==> config.mk <==
export PLATFORM = sky130hd
export DESIGN_NAME = prog_loader
export DESIGN_NICKNAME = d
export VERILOG_FILES = /design/src/rtl/prog_loader.sv
export SDC_FILE = /design/constraint.sdc
export NUM_CORES = 1
export LEC_CHECK = 0
export BUFFER_PORTS_ARGS = -buffer_cell sky130_fd_sc_hd__buf_2
export CAP_MARGIN = 10
export CORE_ASPECT_RATIO = 1.5
export CORE_UTILIZATION = 55
export CTS_CLUSTER_SIZE = 40
export DETAILED_ROUTE_END_ITERATION = 12
export MAX_ROUTING_LAYER = met4
export PLACE_DENSITY = 0.72
export REMOVE_ABC_BUFFERS = 1
export SYNTH_ARGS = -nofsm -noshare
export SYNTH_HDL_FRONTEND = slang
export SYNTH_SLANG_ARGS = --single-unit
==> constraint.sdc <==
create_clock -name clk -period 4.8 [get_ports clk]
set_input_delay 0.96 -clock clk [delete_from_list [all_inputs] [get_ports clk]]
set_output_delay 0.96 -clock clk [all_outputs]
set_load 0.1 [all_outputs]
==> src/rtl/prog_loader.sv <==
// prog_loader: boot loader filling instruction memory from a byte stream, then releasing the CPU (optional checksum: PROG_LOADER_CHECKSUM_EN)
module prog_loader #(
    parameter int ADDR_W    = 8,
    parameter int MEM_DEPTH = 256
) (
    input  logic              clk,
    input  logic              rst,
    input  logic              in_valid,
    output logic              in_ready,
    input  logic [7:0]        in_data,
    output logic              imem_we,
    output logic [ADDR_W-1:0] imem_addr,
    output logic [31:0]       imem_wdata,
    output logic              cpu_rst,
    output logic              done,
    output logic              err
);
    typedef enum logic [2:0] {HDR0, HDR1, DATA, CSUM, FINISH, RUN, ERR} state_t;
`ifdef PROG_LOADER_CHECKSUM_EN
    localparam state_t TAIL     = CSUM;
    localparam logic   TAIL_RDY = 1'b1;
`else
    localparam state_t TAIL     = FINISH;
    localparam logic   TAIL_RDY = 1'b0;
`endif
    localparam logic [16:0] MAX_N = 17'(MEM_DEPTH);
    state_t      state_q;
    logic [7:0]  cnt_lo_q;
    logic [15:0] n_q;
    logic [15:0] idx_q;
    logic [1:0]  bidx_q;
    logic [23:0] asm_q;
    logic        fire;
    logic [15:0] n_hdr;
    assign fire  = in_valid && in_ready;
    assign n_hdr = {in_data, cnt_lo_q};
`ifdef PROG_LOADER_CHECKSUM_EN
    logic [7:0] csum_q;
    // running XOR over header and payload bytes, compared against the trailing byte
    always_ff @(posedge clk) begin
        if (rst)
            csum_q <= 8'd0;
        else if (fire && (state_q == HDR0 || state_q == HDR1 || state_q == DATA))
            csum_q <= csum_q ^ in_data;
    end
`endif
    // loader FSM with registered handshake, write-port and CPU-control outputs
    always_ff @(posedge clk) begin
        if (rst) begin
            state_q    <= HDR0;
            in_ready   <= 1'b0;
            imem_we    <= 1'b0;
            imem_addr  <= '0;
            imem_wdata <= '0;
            cpu_rst    <= 1'b1;
            done       <= 1'b0;
            err        <= 1'b0;
            cnt_lo_q   <= 8'd0;
            n_q        <= 16'd0;
            idx_q      <= 16'd0;
            bidx_q     <= 2'd0;
            asm_q      <= 24'd0;
        end else begin
            imem_we <= 1'b0;
            case (state_q)
                HDR0: begin
                    in_ready <= 1'b1;
                    if (fire) begin
                        cnt_lo_q <= in_data;
                        state_q  <= HDR1;
                    end
                end
                HDR1: if (fire) begin
                    n_q    <= n_hdr;
                    idx_q  <= 16'd0;
                    bidx_q <= 2'd0;
                    if ({1'b0, n_hdr} > MAX_N) begin
                        state_q  <= ERR;
                        in_ready <= 1'b0;
                        err      <= 1'b1;
                    end else if (n_hdr == 16'd0) begin
                        state_q  <= TAIL;
                        in_ready <= TAIL_RDY;
                    end else begin
                        state_q <= DATA;
                    end
                end
                DATA: if (fire) begin
                    bidx_q <= bidx_q + 2'd1;
                    asm_q  <= {in_data, asm_q[23:8]};
                    if (bidx_q == 2'd3) begin
                        imem_we    <= 1'b1;
                        imem_addr  <= idx_q[ADDR_W-1:0];
                        imem_wdata <= {in_data, asm_q};
                        idx_q      <= idx_q + 16'd1;
                        if (idx_q + 16'd1 == n_q) begin
                            state_q  <= TAIL;
                            in_ready <= TAIL_RDY;
                        end
                    end
                end
`ifdef PROG_LOADER_CHECKSUM_EN
                CSUM: if (fire) begin
                    in_ready <= 1'b0;
                    if (in_data == csum_q) begin
                        state_q <= FINISH;
                    end else begin
                        state_q <= ERR;
                        err     <= 1'b1;
                    end
                end
`endif
                FINISH: begin
                    state_q <= RUN;
                    cpu_rst <= 1'b0;
                    done    <= 1'b1;
                end
                RUN: ;
                ERR: ;
                default: begin
                    state_q  <= ERR;
                    in_ready <= 1'b0;
                    err      <= 1'b1;
                end
            endcase
        end
    end
endmodule

# ---- Word-level counts from Yosys, hierarchy flattened
# Cells that the tools add are included.
dict set report word_totals {
  input_bits 11
  reg_bits 114
  output_inout_bits 45
  elab_cells 78
}
dict set report op_classes {
  n_mux 26
  n_eq_ne 14
  addsub 2
  bitwise 5
  order_cmp 1
  reduce_logical 17
}
# op count
set op_table {}
lappend op_table {{two-way mux 16 bit} 3}
lappend op_table {{one-hot mux 16 bit (2 select lines)} 1}
lappend op_table {{two-way mux 3 bit} 7}
lappend op_table {{adder 16 x 1 -> 16 bit (second input constant)} 1}
lappend op_table {{== test 16 bit} 1}
lappend op_table {{> comparator 16 x 9 -> 1 bit (second input constant)} 1}
lappend op_table {{zero test 16 bit} 1}
lappend op_table {{one-hot mux 3 bit (5 select lines)} 1}
lappend op_table {{inequality test 2 bit (second input constant)} 6}
lappend op_table {{AND reduction 6 bit} 2}
lappend op_table {{== test 3 bit (second input constant)} 3}
lappend op_table {{two-way mux 1 bit} 9}
lappend op_table {{AND reduction 3 bit} 3}
lappend op_table {{AND reduction 2 bit} 3}
lappend op_table {{OR reduction 3 bit} 2}
lappend op_table {{NOT 1 bit} 5}
lappend op_table {{OR reduction 5 bit} 1}
lappend op_table {{two-way mux 2 bit} 2}
lappend op_table {{one-hot mux 1 bit (4 select lines)} 1}
lappend op_table {{one-hot mux 2 bit (2 select lines)} 1}
lappend op_table {{AND reduction 4 bit} 1}
lappend op_table {{== test 3 x 1 -> 1 bit (second input constant)} 1}
lappend op_table {{== test 3 x 2 -> 1 bit (second input constant)} 1}
lappend op_table {{zero test 3 bit} 1}
lappend op_table {{7 further kinds} 7}

# ---- Depth between registers and ports, before layout
dict set report depth {
  word_depth 6
  ltp_mapped 9
  depth_no_buf 7
}

# ---- Least setup slack after synthesis
# Ideal clock, no wire load.
dict set report synth_path {
  path_kind {register to register}
  from {register in_ready}
  to {register idx_q[11]}
  path_slack_ns 2.213
  setup_time_ns 0.132
  synth_period_minus_slack_ns 2.587
  n_path_buf 2
  path_stages_with_launch 9
  required_ns 4.668
  arrival_time_ns 2.455
  cell_sequence {dfxtp_1 > nand4b_1 > nor2_1 > and2_1 > buf_2 > nor2_1 > clkbuf_1 > o21ai_0 > a21oi_1}
}
dict set report synth_between {
  elab_chain_cells 3
  word_cells_on_any_way 4
  classes_between {2 x eq/ne; 2 x reduce/logical}
}
# element line_no
set synth_lines {}
lappend synth_lines {{start: declaration} 9} ;# output logic in_ready,
lappend synth_lines {{start signal: assignment} 51} ;# in_ready <= 1'b0;
lappend synth_lines {{start signal: assignment} 67} ;# in_ready <= 1'b1;
lappend synth_lines {{start signal: assignment} 79} ;# in_ready <= 1'b0;
lappend synth_lines {{logical AND 1 bit *} 35} ;# assign fire = in_valid && in_ready;
lappend synth_lines {{inequality test 2 bit (no line)} n/a}
lappend synth_lines {{AND reduction 4 bit (no line) *} n/a}
lappend synth_lines {{end signal: assignment} 95} ;# idx_q <= idx_q + 16'd1;
lappend synth_lines {{end: declaration} 30} ;# logic [15:0] idx_q;
# Every way passes the cells marked *; elsewhere a longest branch is shown, timed or not.
# A chain may end at the register's enable or synchronous reset.

# ---- Final worst setup path
dict set report layout_path {
  from {register state_q[1]}
  to {register idx_q[5]}
}
dict set report layout_between {
  elab_chain_cells 3
  word_cells_on_any_way 8
  classes_between {5 x eq/ne; 1 x mux; 2 x reduce/logical}
}
# element line_no
set layout_lines {}
lappend layout_lines {{start: declaration} 27} ;# state_t state_q;
lappend layout_lines {{start signal: assignment} 50} ;# state_q <= HDR0;
lappend layout_lines {{start signal: assignment} 70} ;# state_q <= HDR1;
lappend layout_lines {{start signal: assignment} 78} ;# state_q <= ERR;
lappend layout_lines {{== test 3 x 2 -> 1 bit / == test 3 x 1 -> 1 bit (equally long branches)} 65} ;# case (state_q)
lappend layout_lines {{inequality test 2 bit (no line) / nonzero test 2 bit (equally long branches)} n/a}
lappend layout_lines {{AND reduction 4 bit (no line)} n/a}
# Several ways; a longest one is shown, not always the timed one.

==> flow_summary.toml <==
[outcome]
status = "complete, no violations"

[timing]
min_period_ns = 3.179
maxSlewViolCount = 0
slew_headroom = 0.2560
fin_ws_ns = 1.621
min_period_over_period = 0.6623
rsz0062_at_grt = "false"
hold_viol = 0
setup_viol = 0
finClkSkew_ns = 0.007240
fin_setup_tns_ns = 0
tightest_slew_ns = 1.116
fmax_ghz = 0.3146

[detailed_routing]
vias = 4354
drc = 0
finalWirelength_um = 11100
antenna_left = 0
viasPerCell = 5.647
drt-initial-drc-count = 319
wire_per_inst_um = 14.40
drtPass1Iterations = 7

[global_route]
grt_util_all_layers = 0.2637
grt_pass1_wl_um = 18060
grt_pass1_vias = 3932
grt_start_max_net_pins = 116
antenna_found_initial = 0
overflow = 0

[clock_network]
clock-root-buffer = "clkbuf_16"
clk_pin_slew_ns = 0.05
h-tree-depth = 4
clk_latency_ns = 0.42
cts_hold_buf = 0
clock_sinks = 114
post_cts_resized = 0
numCtsBuffers = 17
postCtsSetupBuffers = 0
cts_tree = "yes"
ctsLongestPathBuffers = 2

[yosys]
async_reset_ff_frac = 0
synth_seq_cells = 114
ys_seq_area_frac = 0.4702
synth_top_area_frac = 0.4702
syn-cell-area_mm2 = 0.004853
syn_area_per_cell_um2 = 7.803
synth_top_area_cell = "dfxtp_1"
syn_inst = 622
yosys-top-cells-area = "dfxtp_1 (47%), nand2_1 (13%), a21oi_1 (12%), o21ai_0 (3.4%), clkbuf_1 (2.9%)"
synth-edff-count = 0
ys_types = 51
yosys_warnings = 0
synthFlopType = "dfxtp_1"

[critical_path]
critPathKind = "register to register"
critPathSlowestCell = "dfxtp_1"
startpoint_type = "register"
path_max_fanout = 58
endpoint_kind = "register"
worstPathArrival_ns = 3.51
path_cells = "nand4b_1 > nor2_2 > buf_4 > nand2_2 > or4_1 > a21oi_1"
crit_required_ns = 5.14
setup.worst_path.start = "state_q[1]$_SDFFE_PP0P_"
cpPeakStageDelay_ns = 0.75
r2r_start = "state_q[1]$_SDFFE_PP0P_"

[flow_run]
cap_violations = 0

[final_layout]
num_antenna_cells = 0
drive_gt1_frac = 0.1506
fin_nets = 665
syn_to_final_growth_pct = 17.99

[die]
rows = 41
core_area_mm2 = 0.008464
boundaryPins = 56
dieWidth_um = 78.70
dieArea_mm2 = 0.009212
start_util = 0.5734
die_h_um = 117.1

[placed_design]
io_buffers = 55
routabilityCongestion = 0.9313
place_ws_ns = 1.461
dpl.hpwl_um = 6981

[power_and_ir_drop]
vdd_drop_max_mv = 0.3774
p_leak_nw = 2.124
power.density_mw_per_mm2 = 427.3

[min_path]
hold_start = "err$_SDFFE_PP0P_"
holdCritPathClass = "register to register"
worst max-delay path, delay by kind of cell, from the launching register on:
kind | cells | cell delay [ns]
simple gates | 4 | 1.86
flops | 1 | 0.75
buf+inv | 1 | 0.30
compound gates | 1 | 0.15
power by group:
group | leakage (nW) | internal (mW) | switching (mW) | total (mW)
Sequential | 0.919 | 0.962 | 0.0177 | 0.980
Clock | 0.306 | 0.925 | 0.423 | 1.35
Combinational | 0.899 | 0.0308 | 0.0880 | 0.119
placed cells by master (no fill, tap or decap), drive strengths merged, types with 3 or more instances in the layout:
cell    netlist  final
or4           6      6
a211oi        4      4
nand3b        5      5
mux2i         3      3
nand4         3      3
clkinv        0      4
dfxtp       114    114
o21ai        33     33
and3          4      4
nand2       162    162
xor2          9      9
a31oi         5      5
bufinv        0      5
a21oi       114    114
buf           8     58
nor4          5      5
nor3          5      5
or3           4      4
nand3        22     22
nor2         33     33
xnor2        13     13
clkbuf       39     20
inv           4      4
cell type report:
| type | count | area, µm² |
|---|---|---|
| Clock buffer | 20 | 446.7 |
| Clock inverter | 11 | 185.2 |
| Fill cell | 735 | 2738 |
| Inverter | 4 | 15.01 |
| Multi-Input combinational cell | 457 | 2364 |
| Sequential cell | 114 | 2282 |
| Tap cell | 107 | 133.9 |
| Timing Repair Buffer | 58 | 300.3 |
cells in the mapped netlist (5+ instances only):
master    instances
or4_1             5
nand3_1          21
nand2_1         162
buf_2             5
a31oi_1           5
a21oi_1         114
dfxtp_1         114
nand3b_1          5
clkbuf_1         38
o21ai_0          33
xnor2_1          13
nor2_1           33
xor2_1            9
through the flow:
step | utilization | total power [mW] | std cells | area (µm²) | hold WS (ns)
2_1_floorplan | - | 1.069 | 575 | 4654 | 0.4260
3_3_place_gp | 0.6019 | 1.114 | 740 | 5095 | 0.4315
3_5_place_dp | 0.6019 | 1.117 | 740 | 5095 | 0.4453
4_1_cts | 0.6766 | 2.456 | 771 | 5727 | 0.4518
5_1_grt | 0.6766 | 2.514 | 771 | 5727 | 0.4685
6_report | 0.6766 | 2.447 | 771 | 5727 | 0.4468
worst paths after layout:
path | slack (ns) | depth (start not counted) | endpoint
worst max-delay path | 1.62 | 6 | idx_q[5]$_SDFFE_PP0P_
worst max register to register | 1.62 | 6 | idx_q[5]$_SDFFE_PP0P_
worst min-delay path | 0.45 | 2 | err$_SDFFE_PP0P_
worst min register to register | 0.45 | 2 | err$_SDFFE_PP0P_
cells by family (layout without fill, tap and decap cells):
family          Yosys count  in the layout  synth area share
buf+inv                  51             93           0.04408
mux                       4              4          0.008507
simple gates            262            262            0.2488
flops                   114            114            0.4702
fa+ha+maj                 2              2          0.005155
xor+xnor                 22             22           0.03970
compound gates          167            167            0.1836
registers in the layout, summed over array words and instances, names as in the netlist, 2 cells and up:
register,cells
imem_addr,8
idx_q,16
asm_q,24
state_q,3
bidx_q,2
cnt_lo_q,8
imem_wdata,32
n_q,16
metal layers:
layer  up-vias  track usage  share of wire  routed length (µm)
li1       2179            -              -                   -
met1      2020       0.2929           0.42                4680
met2       128       0.4290           0.51                5628
met3        27      0.07442          0.046                 509
met4         0       0.1395          0.026                 286
met5         -            -              0                   0
(Power assumes the default switching activity.)
